--- src/rtl/clock_hands_gen.sv ---
// Wall-clock time base for the VGA clock-face hand tiles: frame ticks -> hh:mm:ss -> hand positions.
// Optional CLOCK_HANDS_FAST_EN adds i_fast, making every frame tick a second elapse.
module clock_hands_gen #(
    parameter int unsigned FRAMES_PER_SEC = 75,
    parameter int unsigned FRAME_CNT_W    = 7
) (
    input  logic       i_vga_clk,
    input  logic       i_rst_n,
    input  logic       i_frame_tick,
`ifdef CLOCK_HANDS_FAST_EN
    input  logic       i_fast,
`endif
    input  logic       i_set_valid,
    input  logic [3:0] i_set_hour,
    input  logic [5:0] i_set_min,
    input  logic [5:0] i_set_sec,
    output logic       o_set_err,
    output logic [3:0] o_hour,
    output logic [5:0] o_min,
    output logic [5:0] o_sec,
    output logic       o_upd_valid,
    input  logic       i_upd_ready,
    output logic [5:0] o_hour_pos,
    output logic [5:0] o_min_pos,
    output logic [5:0] o_sec_pos
);

    localparam logic [FRAME_CNT_W-1:0] LastFrame = FRAME_CNT_W'(FRAMES_PER_SEC - 1);

    logic [FRAME_CNT_W-1:0] r_frame_cnt;
    logic [3:0]             r_hour;
    logic [5:0]             r_min;
    logic [5:0]             r_sec;
    logic [5:0]             r_hour_pos;
    logic [5:0]             r_min_pos;
    logic [5:0]             r_sec_pos;
    logic                   r_upd_valid;
    logic                   r_set_err;

    logic                   w_fast;
    logic                   w_set_ok;
    logic                   w_set_bad;
    logic                   w_sec_elapse;
    logic                   w_recompute;
    logic [FRAME_CNT_W-1:0] w_frame_n;
    logic [3:0]             w_hour_n;
    logic [5:0]             w_min_n;
    logic [5:0]             w_sec_n;
    logic [2:0]             w_min_div12;
    logic [5:0]             w_hour_x5;
    logic [5:0]             w_hour_pos_n;

`ifdef CLOCK_HANDS_FAST_EN
    assign w_fast = i_fast;
`else
    assign w_fast = 1'b0;
`endif

    assign w_set_ok     = i_set_valid && (i_set_hour <= 4'd11) && (i_set_min <= 6'd59)
                          && (i_set_sec <= 6'd59);
    assign w_set_bad    = i_set_valid && !w_set_ok;
    assign w_sec_elapse = i_frame_tick && (w_fast || (r_frame_cnt == LastFrame));
    // An accepted set overrides a coincident second elapse; both refresh the snapshot.
    assign w_recompute  = w_set_ok || w_sec_elapse;

    always_comb begin
        w_frame_n = r_frame_cnt;
        w_hour_n  = r_hour;
        w_min_n   = r_min;
        w_sec_n   = r_sec;
        if (w_set_ok) begin
            w_frame_n = '0;
            w_hour_n  = i_set_hour;
            w_min_n   = i_set_min;
            w_sec_n   = i_set_sec;
        end else if (w_sec_elapse) begin
            w_frame_n = '0;
            if (r_sec == 6'd59) begin
                w_sec_n = 6'd0;
                if (r_min == 6'd59) begin
                    w_min_n  = 6'd0;
                    w_hour_n = (r_hour == 4'd11) ? 4'd0 : r_hour + 4'd1;
                end else begin
                    w_min_n = r_min + 6'd1;
                end
            end else begin
                w_sec_n = r_sec + 6'd1;
            end
        end else if (w_fast) begin
            w_frame_n = '0;
        end else if (i_frame_tick) begin
            w_frame_n = r_frame_cnt + 1'b1;
        end
    end

    always_comb begin
        if (w_min_n >= 6'd48)      w_min_div12 = 3'd4;
        else if (w_min_n >= 6'd36) w_min_div12 = 3'd3;
        else if (w_min_n >= 6'd24) w_min_div12 = 3'd2;
        else if (w_min_n >= 6'd12) w_min_div12 = 3'd1;
        else                       w_min_div12 = 3'd0;
    end

    assign w_hour_x5    = {w_hour_n, 2'b00} + {2'b00, w_hour_n};
    assign w_hour_pos_n = w_hour_x5 + {3'b000, w_min_div12};

    always_ff @(posedge i_vga_clk) begin
        if (!i_rst_n) begin
            r_frame_cnt <= '0;
            r_hour      <= 4'd0;
            r_min       <= 6'd0;
            r_sec       <= 6'd0;
            r_hour_pos  <= 6'd0;
            r_min_pos   <= 6'd0;
            r_sec_pos   <= 6'd0;
            r_upd_valid <= 1'b1;
            r_set_err   <= 1'b0;
        end else begin
            r_frame_cnt <= w_frame_n;
            r_hour      <= w_hour_n;
            r_min       <= w_min_n;
            r_sec       <= w_sec_n;
            r_set_err   <= w_set_bad;
            if (w_recompute) begin
                r_hour_pos  <= w_hour_pos_n;
                r_min_pos   <= w_min_n;
                r_sec_pos   <= w_sec_n;
                r_upd_valid <= 1'b1;
            end else if (r_upd_valid && i_upd_ready) begin
                r_upd_valid <= 1'b0;
            end
        end
    end

    assign o_set_err   = r_set_err;
    assign o_hour      = r_hour;
    assign o_min       = r_min;
    assign o_sec       = r_sec;
    assign o_upd_valid = r_upd_valid;
    assign o_hour_pos  = r_hour_pos;
    assign o_min_pos   = r_min_pos;
    assign o_sec_pos   = r_sec_pos;

endmodule
--- config.mk ---
export PLATFORM = sky130hd
export DESIGN_NAME = clock_hands_gen
export DESIGN_NICKNAME = d
export VERILOG_FILES = /design/src/rtl/clock_hands_gen.sv
export SDC_FILE = /design/constraint.sdc
export NUM_CORES = 1
export LEC_CHECK = 0
export CAP_MARGIN = 0
export CELL_PAD_IN_SITES_DETAIL_PLACEMENT = 1
export CELL_PAD_IN_SITES_GLOBAL_PLACEMENT = 1
export CORE_UTILIZATION = 39
export DETAILED_ROUTE_END_ITERATION = 10
export GPL_TIMING_DRIVEN = 1
export PLACE_DENSITY_LB_ADDON = 0.1
export SLEW_MARGIN = 20
export SYNTH_ARGS = -nofsm -noshare
export SYNTH_HDL_FRONTEND = slang
export SYNTH_SLANG_ARGS = --single-unit
--- constraint.sdc ---
create_clock -name i_vga_clk -period 7.5 [get_ports i_vga_clk]
set_input_delay 1.5 -clock i_vga_clk [delete_from_list [all_inputs] [get_ports i_vga_clk]]
set_output_delay 1.5 -clock i_vga_clk [all_outputs]
set_load 0.03 [all_outputs]
# [Word-level counts from Yosys, hierarchy flattened]
# Index checks and enable logic that the tools add are counted.
[word_totals] regBits=43 inputBits=21 output_inout_bits=36 wordCells=53
[classes] n_addsub=6 magnitude_cmp=7 n_eq_ne=4 n_mux=16 bitwise=1 n_reduce_logical=10
[op_table] cell="6-bit two-way mux" n=7
[op_table] cell="4-bit two-way mux" n=5
[op_table] cell="6-bit by 1-bit adder with 6-bit output, second input constant" n=2
[op_table] cell="6-bit equality test, second input constant" n=2
[op_table] cell="6-bit greater-or-equal comparator, second input constant" n=2
[op_table] cell="6-bit <= comparator, second input constant" n=2
[op_table] cell="7-bit by 1-bit adder with 7-bit output, second input constant" n=1
[op_table] cell="7-bit equality test, second input constant" n=1
[op_table] cell="6-bit by 3-bit adder with 6-bit output" n=1
[op_table] cell="6-bit by 4-bit adder with 6-bit output" n=1
[op_table] cell="6-bit by 4-bit greater-or-equal comparator with 1-bit output, second input constant" n=1
[op_table] cell="6-bit by 5-bit greater-or-equal comparator with 1-bit output, second input constant" n=1
[op_table] cell="1-bit logical AND" n=6
[op_table] cell="4-bit by 1-bit adder with 4-bit output, second input constant" n=1
[op_table] cell="4-bit equality test, second input constant" n=1
[op_table] cell="4-bit <= comparator, second input constant" n=1
[op_table] cell="2-bit two-way mux" n=2
[op_table] cell="3-bit two-way mux" n=1
[op_table] cell="3-bit OR reduction" n=1
[op_table] cell="2-bit OR reduction" n=1
[op_table] cell="1-bit logical NOT" n=1
[op_table] cell="1-bit logical OR" n=1
[op_table] cell="1-bit two-way mux" n=1
[op_table] cell="1-bit NOT" n=1

# [Logic depth before layout (Yosys ltp)]
# Gate-level depths: netlist of run 1.
[logic_depth] word_depth=11 ltp_mapped=16

# [Worst setup path before layout of run 1]
# No wires, ideal clock.
[synth_path] path_kind="input port to flip-flop" from="in i_frame_tick" to="reg r_hour_pos[5], in the netlist o_hour_pos[5]" setup_time_ps=122 t_arrival_ps=4616 slack_ps=2762 path_stages=13 path_cell_list="buf_4 > and3b_1 > buf_4 > and4_1 > a41oi_1 > o31ai_1 > nor2b_1 > fa_1 > fa_1 > a21o_1 > a21oi_1 > nor4_1 > a311o_1"
[synth_via] elab_chain_cells=9 word_cells_on_any_way=16
[synth_lines] item="start: declaration" line_no="9" rtl="input logic i_frame_tick,"
[synth_lines] item="1-bit logical AND (*)" line_no="62" rtl="assign w_sec_elapse = i_frame_tick && (w_fast || (r_frame_cnt == LastFrame));"
[synth_lines] item="6-bit two-way mux" line_no="76" rtl="end else if (w_sec_elapse) begin"
[synth_lines] item="6-bit two-way mux" line_no="71" rtl="if (w_set_ok) begin"
[synth_lines] item="6-bit by 4-bit greater-or-equal comparator with 1-bit output" line_no="100" rtl="else if (w_min_n >= 6'd12) w_min_div12 = 3'd1;"
[synth_lines] item="1-bit two-way mux" line_no="100"
[synth_lines] item="2-bit two-way mux" line_no="99" rtl="else if (w_min_n >= 6'd24) w_min_div12 = 3'd2;"
[synth_lines] item="2-bit two-way mux" line_no="98" rtl="else if (w_min_n >= 6'd36) w_min_div12 = 3'd3;"
[synth_lines] item="3-bit two-way mux" line_no="97" rtl="if (w_min_n >= 6'd48) w_min_div12 = 3'd4;"
[synth_lines] item="6-bit by 3-bit adder with 6-bit output" line_no="105" rtl="assign w_hour_pos_n = w_hour_x5 + {3'b000, w_min_div12};"
[synth_lines] item="end signal: assignment" line_no="125" rtl="r_hour_pos <= w_hour_pos_n;"
[synth_lines] item="end: declaration" line_no="34" rtl="logic [5:0] r_hour_pos;"
# Every way passes the cells marked *; elsewhere a longest branch is shown, timed or not.
# A chain may end at the register's enable or synchronous reset.

# [Worst setup path in the final report of run 1]
# Ends and elaborated chain as after synthesis.

==> impl_metrics.json, run 1 <==
{
  "powerDensity_nw_per_um2": 189.4,
  "yosys.area.top_type": "dfxtp_1",
  "synth_most_common_cell": "dfxtp_1",
  "yosysTopAreaCellShare_pct": 38.26,
  "async_flop_share_pct": 0,
  "critPathMaxFanout": 7,
  "synth-edff-count": 0,
  "max_freq_ghz": 0.1889,
  "fp.dieW_um": 77.95,
  "cp_top_family": "compound AO/OA/AOI/OAI gates",
  "max_cap_viol_count": 0,
  "timing_worst_setup_path_type": "input pin to register",
  "final_cells": 387,
  "cts_hold_buf": 0,
  "drt_first_pass_iters": 4,
  "hold_viol_final": 0,
  "post-route-period-util_pct": 70.60,
  "post_cts_buffers": 0,
  "cp_slowest_cell": "o31ai_1",
  "arrival_ps": 5490,
  "std_cell_rows": 27,
  "p_leak_nw": 1.148,
  "clock_skew_ps": 8.387,
  "yosys-top-cells-count": "dfxtp_1 (43), nand2_1 (34), nor2_1 (33)",
  "tritoncts": "done",
  "setup_tns_ps": 0,
  "cts-resized-gates": 0,
  "drc": 0,
  "syn-num-nets": 296,
  "p_total_mw": 0.5570,
  "clockBufferDepth": 2,
  "max_slew.worst_pin.slew_ps": 1003,
  "diodes": 0,
  "grt_usage_pct": 21.69,
  "numCtsBuffers": 5,
  "worstSkewPairLatency_ps": 300,
  "syn_inst": 261,
  "grt_pass1_wl_um": 10250,
  "critPathBufInv": 1,
  "postSynthAreaPerCell_um2": 8.619,
  "detail-route-antenna-nets": 0,
  "rsz0062_at_grt": "false",
  "vias_per_cell": 5.450,
  "vias": 2109,
  "grt_pass1_vias": 2183,
  "fillCellCount": 667,
  "start_util_pct": 40.61,
  "netlist_area_um2": 2250,
  "multi_input_area_um2": 1318,
  "cp_cell_sequence": "clkdlybuf4s50_1, and3b_1, and4_1, a41oi_1, o31ai_1, nor2b_1, fa_1, fa_1, a21o_1, a21oi_1, nor4_1, a311o_1",
  "die_h_um": 77.95,
  "die_area_um2": 6076,
  "critPathCaptureType": "register",
  "ys_warn_count": 0,
  "pin_count": 57,
  "min_path_type": "register to register",
  "vdd_ir_drop_max_mv": 0.09819,
  "grt_max_degree": 23,
  "crit_top_cell": "fa_1",
  "max_slew_margin_pct": 32.89,
  "dp.cells": 379,
  "status": "completed",
  "routedWlPerCell_um": 15.75,
  "slew_viol_final": 0,
  "synthToLayoutAreaGrowth_pct": 30.70,
  "synth_area_leaders": "dfxtp_1 (38%), ha_1 (6.7%), nand2_1 (5.7%)",
  "antenna_found_initial": 0,
  "cpPeakStageDelay_ps": 600,
  "coreArea_um2": 5540,
  "startpoint_type": "input pin",
  "cts_root_buf": "clkbuf_8",
  "synth.distinct_cells": 50,
  "critPathRequiredTime_ps": 7700,
  "clock-sinks": 43,
  "routed_wl_um": 6096,
  "fin_crit_ps": 5295,
  "ys.flop_type": "dfxtp_1",
  "synth-seq-cells": 43,
  "ys_seq_area_share_pct": 38.26,
  "htreeDepth": 2,
  "gp_congestion": 0.7976,
  "numPortBuffers": 56,
  "fin_nets": 349,
  "setup_viol": 0,
  "seqCellArea_um2": 860.8,
  "dp_hpwl_um": 4639,
  "cts.clk_slew.worst_paths_ps": 90,
  "gr-total-overflow": 0,
  "drive_gt1_share_pct": 4.444,
  "drt_iter0_drc": 99
}
cell families after synthesis:
logic type / after synthesis / share of synthesized area (%)
xor gates and xnor gates: 8 / 3.115
AOI/OAI and AO/OA: 63 / 19.13
DFF: 43 / 38.26
and+or+nand+nor: 113 / 26.08
muxes: 3 / 1.335
buffers and inverters: 16 / 3.170
adders and majority gates: 15 / 8.899
per-layer routing:
layer / global-route usage [%] / routed length (um) / up-vias
met5: 0 / 0 / -
met4: 10.19 / 147 / 0
met3: 4.706 / 226 / 14
met2: 37.08 / 2925 / 45
met1: 25.78 / 2797 / 1004
li1: - / - / 1046
where the power goes:
group          switching, mW  internal [mW]
Sequential            0.0154          0.245
Clock                 0.0815         0.0651
Combinational         0.0847         0.0652
state kept, by name, summed over array words and instances (netlist names):
name         count
o_hour           4
o_hour_pos       6
o_min            6
o_min_pos        6
o_sec            6
o_sec_pos        6
o_set_err        1
o_upd_valid      1
r_frame_cnt      7
worst register-to-register path, stage by stage, from the launching register on:
cell	delay (ps)
dfxtp_1	410
ha_1	270
and4b_1	320
and4_1	340
a41oi_1	140
o31ai_1	600
nor2b_1	240
fa_1	480
fa_1	470
a21o_1	190
a21oi_1	160
nor4_1	60
a311o_1	340
per-stage QoR:
stage                     setup slack, ps  hold WS, ps  cell area (um2)  utilization, %
final                                2205        457.4             2940           53.07
after global routing                 1868        489.9             2940           53.07
after CTS                            2184        458.9             2940           53.07
after detailed placement             1856        446.2             2855           51.54
after global placement               1948        440.8             2855           51.54
after floorplan                      2762        477.5             2250               -
cell usage in the layout (no fill, tap or decap), types with 5 or more instances in the layout:
| master | instances |
|---|---|
| xnor2_1 | 5 |
| dfxtp_1 | 43 |
| clkbuf_8 | 5 |
| nor2_1 | 33 |
| a21oi_1 | 15 |
| o21ai_0 | 11 |
| nand2_1 | 34 |
| inv_1 | 5 |
| ha_1 | 12 |
| and2_1 | 7 |
| clkdlybuf4s50_1 | 56 |
| nand4_1 | 6 |
| nand3_1 | 8 |
final cells by class:
cell class | instances | share of cell area, %
multi-input cells | 202 | 44.81
flip-flops and latches | 43 | 29.28
repair buffers | 57 | 19.32
well taps | 72 | 3.064
clock buffers | 6 | 2.468
inverters | 5 | 0.6383
clock inverters | 2 | 0.4255
worst paths after layout:
path                   endpoint  cells past startpoint  slack [ps]         start
setup / recovery  o_hour_pos[5]                     12        2200  i_frame_tick
hold / removal     o_min_pos[2]                      2         460  o_min_pos[2]
setup reg to reg  o_hour_pos[5]                     12        3360      o_sec[1]
hold reg to reg    o_min_pos[2]                      2         460  o_min_pos[2]
Power figures use the tool's default switching activity.
==> run 2: changes to the inputs <==
CORE_UTILIZATION = 36   (was 39)
clock period = 5.1 ns   (was 7.5 ns; I/O delays follow)
==> run 2 against run 1 <==
Critical path depth is 1 higher. Clock power is 89% higher. Sequential share of layout area is 0.76 points lower. Largest cell class unchanged. Largest power group unchanged.
==> impl_metrics.json, run 2 (synthesis results as in run 1) <==
{
  "status": "completed",
  "startpoint_type": "input pin",
  "max_slew.worst_pin.slew_ps": 740.5,
  "start_util_pct": 37.55,
  "min_path_type": "register to register",
  "vdd_ir_drop_max_mv": 0.1493,
  "drt-met1-wl_um": 3284,
  "clock-sinks": 43,
  "dp_hpwl_um": 4705,
  "synthToLayoutAreaGrowth_pct": 34.20,
  "fin_crit_ps": 4501,
  "min-delay-start": "o_hour_pos[2]",
  "critPathMaxFanout": 7,
  "post_cts_buffers": 0,
  "max_cap_viol_count": 0,
  "coreArea_um2": 5991,
  "wl_met3_um": 290,
  "timing_worst_setup_path_type": "input pin to register",
  "fin_nets": 355,
  "worstReg2RegStart": "o_sec[0]",
  "post-route-period-util_pct": 88.25,
  "clockBufferDepth": 2,
  "rsz0062_at_grt": "false",
  "routedWlPerCell_um": 15.86,
  "drc": 0,
  "numCtsBuffers": 5,
  "r2r_cells": 13,
  "arrival_ps": 4690,
  "worstSkewPairLatency_ps": 300,
  "cts_hold_buf": 0,
  "setup_viol": 0,
  "r2r_end": "o_hour_pos[5]",
  "die_area_um2": 6569,
  "grt_usage_pct": 19.95,
  "drt_first_pass_iters": 4,
  "drive_gt1_share_pct": 6.542,
  "max_freq_ghz": 0.2222,
  "layout_common_cells": "clkdlybuf4s50_1 (56), dfxtp_1 (43), nand2_1 (34), nor2_1 (33), a21oi_1 (15)",
  "routed.top_layer": "met4",
  "gr-total-overflow": 0,
  "gp_congestion": 0.8744,
  "setup_tns_ps": 0,
  "hold_path_depth": 2,
  "p_leak_nw": 1.191,
  "cts_root_buf": "clkbuf_8",
  "hold_end": "o_hour_pos[2]",
  "ff2ff_setup_slack_ps": 1110,
  "drt_iter0_drc": 117,
  "htreeDepth": 2,
  "hold_viol_final": 0,
  "grt_pass1_wl_um": 10080,
  "detail-route-antenna-nets": 0,
  "routed_wl_um": 6282,
  "antenna_found_initial": 0,
  "diodes": 0,
  "powerDensity_nw_per_um2": 294.5,
  "critPathCaptureType": "register",
  "cts-resized-gates": 0,
  "dr_wl_met2_um": 2680,
  "fp.dieW_um": 81.05,
  "slew_viol_final": 0,
  "layout_commonest_cell": "clkdlybuf4s50_1",
  "std_cell_rows": 28,
  "tritoncts": "done",
  "p_total_mw": 0.8891,
  "cts.clk_slew.worst_paths_ps": 90,
  "pin_count": 57,
  "max_slew_margin_pct": 50.58,
  "die_h_um": 81.05,
  "vias": 2117,
  "grt_max_degree": 23,
  "largest_reg_flops": 7,
  "vias_per_cell": 5.346,
  "grt_pass1_vias": 2075,
  "numPortBuffers": 56,
  "regMostFlops": "r_frame_cnt",
  "clock_skew_ps": 12.51,
  "critPathRequiredTime_ps": 5290
}
run 2: cell count changes in the layout (fill, tap and decap cells not counted), sizes merged:
cell,change
buf,+6
bufinv,+1
clkbuf,-1
clkinv,-1
inv,+1
run 2: worst max-delay path, stage by stage:
cell and delay (ps):
clkdlybuf4s50_1 470, and3b_1 310, and4_1 370, a41oi_1 150, o31ai_1 270, buf_4 190, nor2b_1 160, fa_1 480
fa_1 480, a21o_1 190, a21oi_1 190, nor4_1 70, a311o_1 340
run 2: metal layers:
layer / vias to the layer above / GRT usage, %
li1: 1059 / -
met3: 2 / 3.820
met5: - / 0
met1: 1003 / 28.92
met4: 0 / 5.357
met2: 53 / 29.83
run 2: report_power, final:
part | total, mW | internal (mW) | switching (mW)
Combinational | 0.227 | 0.101 | 0.127
Clock | 0.278 | 0.148 | 0.130
Sequential | 0.384 | 0.360 | 0.0233
run 2: area by class of cell:
type	instances	area, um2
fill	723	2972
timing repair buffer	63	613.1
inverter	5	18.77
clock buffer	5	68.82
tap	75	93.84
sequential	43	860.8
multi-input combinational	202	1318
clock inverter	3	46.29
run 2: how the worst max path moves through the flow:
stage	from	to	slack, ps	cells past startpoint
after floorplan	i_frame_tick	o_hour_pos[5]	840	13
after global placement	i_frame_tick	o_hour_pos[5]	420	13
after detailed placement	i_frame_tick	o_hour_pos[5]	300	13
after CTS	i_frame_tick	o_hour_pos[5]	590	13
after global routing	i_frame_tick	o_hour_pos[5]	340	13
final	i_frame_tick	o_hour_pos[5]	600	13
run 2: per-stage QoR:
stage          instances  hold WS (ps)  cell area (um2)  util [%]  worst slack (ps)
2_1_floorplan        261         477.5             2250         -             842.2
3_3_place_gp         388         441.5             2904     48.48             416.9
6_report             396         464.1             3019     50.40             599.2
4_1_cts              396         467.0             3019     50.40             594.7
3_5_place_dp         388         451.1             2904     48.48             297.0
5_1_grt              396         478.2             3019     50.40             340.0
==> run 3: changes to the inputs <==
CORE_MARGIN = 4   (was unset)
==> run 3 against run 2 <==
Register-to-register slack gained 50 ps. Non-clock buffer count decreased by 1. First-iteration DRC count decreased by 39%.
==> impl_metrics.json, run 3 (synthesis results as in run 1) <==
{
  "status": "completed",
  "drt_first_pass_iters": 4,
  "layout_commonest_cell": "clkdlybuf4s50_1",
  "powerDensity_nw_per_um2": 298.8,
  "min_path_type": "register to register",
  "gr-total-overflow": 0,
  "numCtsBuffers": 5,
  "drt_iter0_drc": 71,
  "cp_top_family": "compound AO/OA/AOI/OAI gates",
  "cts-resized-gates": 0,
  "slew_viol_final": 0,
  "setup_viol": 0,
  "timing_worst_setup_path_type": "input pin to register",
  "fin_crit_ps": 4469,
  "use_met2_pct": 26.98,
  "critPathBufInv": 2,
  "routedWlPerCell_um": 16.59,
  "met3_usage_pct": 4.257,
  "cts_root_buf": "clkbuf_8",
  "layout_common_cells": "clkdlybuf4s50_1 (56), dfxtp_1 (43), nand2_1 (34), nor2_1 (33), a21oi_1 (15)",
  "post_cts_buffers": 0,
  "grt_pass1_wl_um": 10990,
  "rsz0062_at_grt": "false",
  "cts_hold_buf": 0,
  "ff2ff_setup_slack_ps": 1160,
  "fillCellCount": 712,
  "gp_congestion": 0.8850,
  "drive_gt1_share_pct": 6.250,
  "antenna_found_initial": 0,
  "max_slew_margin_pct": 50.58,
  "grt_max_degree": 23,
  "p_leak_nw": 1.193,
  "clock_skew_ps": 11.58,
  "grt_usage_pct": 18.54,
  "tritoncts": "done",
  "max_cap_viol_count": 0,
  "synthToLayoutAreaGrowth_pct": 34.15,
  "die_area_um2": 7578,
  "max_slew.worst_pin.slew_ps": 740.5,
  "fin_nets": 354,
  "worstSkewPairLatency_ps": 310,
  "vdd_ir_drop_max_mv": 0.1321,
  "arrival_ps": 4670,
  "clockBufferDepth": 2,
  "clock-sinks": 43,
  "vias": 2118,
  "die_h_um": 87.05,
  "std_cell_rows": 28,
  "post-route-period-util_pct": 87.62,
  "max_freq_ghz": 0.2238,
  "regMostFlops": "r_frame_cnt",
  "cts.clk_slew.worst_paths_ps": 90,
  "numPortBuffers": 56,
  "critPathCaptureType": "register",
  "cpPeakStageDelay_ps": 490,
  "grt_pass1_vias": 2116,
  "largest_reg_flops": 7,
  "cp_cell_sequence": "clkdlybuf4s50_1, and3b_1, and4_1, a41oi_1, o31ai_1, buf_4, nor2b_1, fa_1, fa_1, a21o_1, a21oi_1, nor4_1, a311o_1",
  "diodes": 0,
  "top_usage_layer": "met1",
  "routed_wl_um": 6554,
  "fp.dieW_um": 87.05,
  "detail-route-antenna-nets": 0,
  "drc": 0,
  "dp_hpwl_um": 4922,
  "critPathRequiredTime_ps": 5300,
  "crit_top_cell": "fa_1",
  "hold_viol_final": 0,
  "critPathMaxFanout": 7,
  "vias_per_cell": 5.362,
  "startpoint_type": "input pin",
  "coreArea_um2": 5991,
  "met1_usage_pct": 27.05,
  "p_total_mw": 0.9018,
  "setup_tns_ps": 0,
  "htreeDepth": 2,
  "cp_slowest_cell": "fa_1",
  "pin_count": 57,
  "start_util_pct": 37.55
}
==> run 3: where the power goes <==
group          total (mW)  switching, mW  internal, mW
Sequential          0.384         0.0234         0.360
Combinational       0.226          0.127        0.0997
Clock               0.292          0.131         0.161
Total               0.902          0.281         0.621
==> run 3: final timing paths <==
kind	startpoint	to	cells after the start
setup reg to reg	o_sec[0]	o_hour_pos[5]	13
hold / removal	o_hour_pos[2]	o_hour_pos[2]	2
hold reg to reg	o_hour_pos[2]	o_hour_pos[2]	2
setup / recovery	i_frame_tick	o_hour_pos[5]	13
==> run 3: final cells by class <==
type | instances | area [um2] | area share, %
Inverter | 5 | 18.77 | 0.6219
Clock inverter | 2 | 38.79 | 1.285
Timing Repair Buffer | 62 | 605.6 | 20.07
Tap cell | 75 | 93.84 | 3.109
Multi-Input combinational cell | 202 | 1318 | 43.66
Sequential cell | 43 | 860.8 | 28.52
Clock buffer | 6 | 82.58 | 2.736
==> run 3: metal layers <==
metal,share of wire [%],vias to the layer above
li1,-,1052
met1,51,1003
met2,42,57
met3,5.9,6
met4,1.2,0
met5,0,-
==> run 3: metrics by stage <==
stage	utilization [%]	setup WS [ps]	std cells	hold WS (ps)	instance area (um2)
after detailed placement	48.35	303.6	387	447.9	2897
after global placement	48.35	400.4	387	440.7	2897
after CTS	50.38	624.5	395	467.2	3018
after floorplan	-	842.2	261	477.5	2250
final	50.38	631.3	395	461.0	3018
after global routing	50.38	358.7	395	486.5	3018
==> run 3: tightest hold or removal path, cell delays in order, from the launching register on <==
cell and delay (ps):
dfxtp_1 320, nand2_1 50, a21oi_1 50
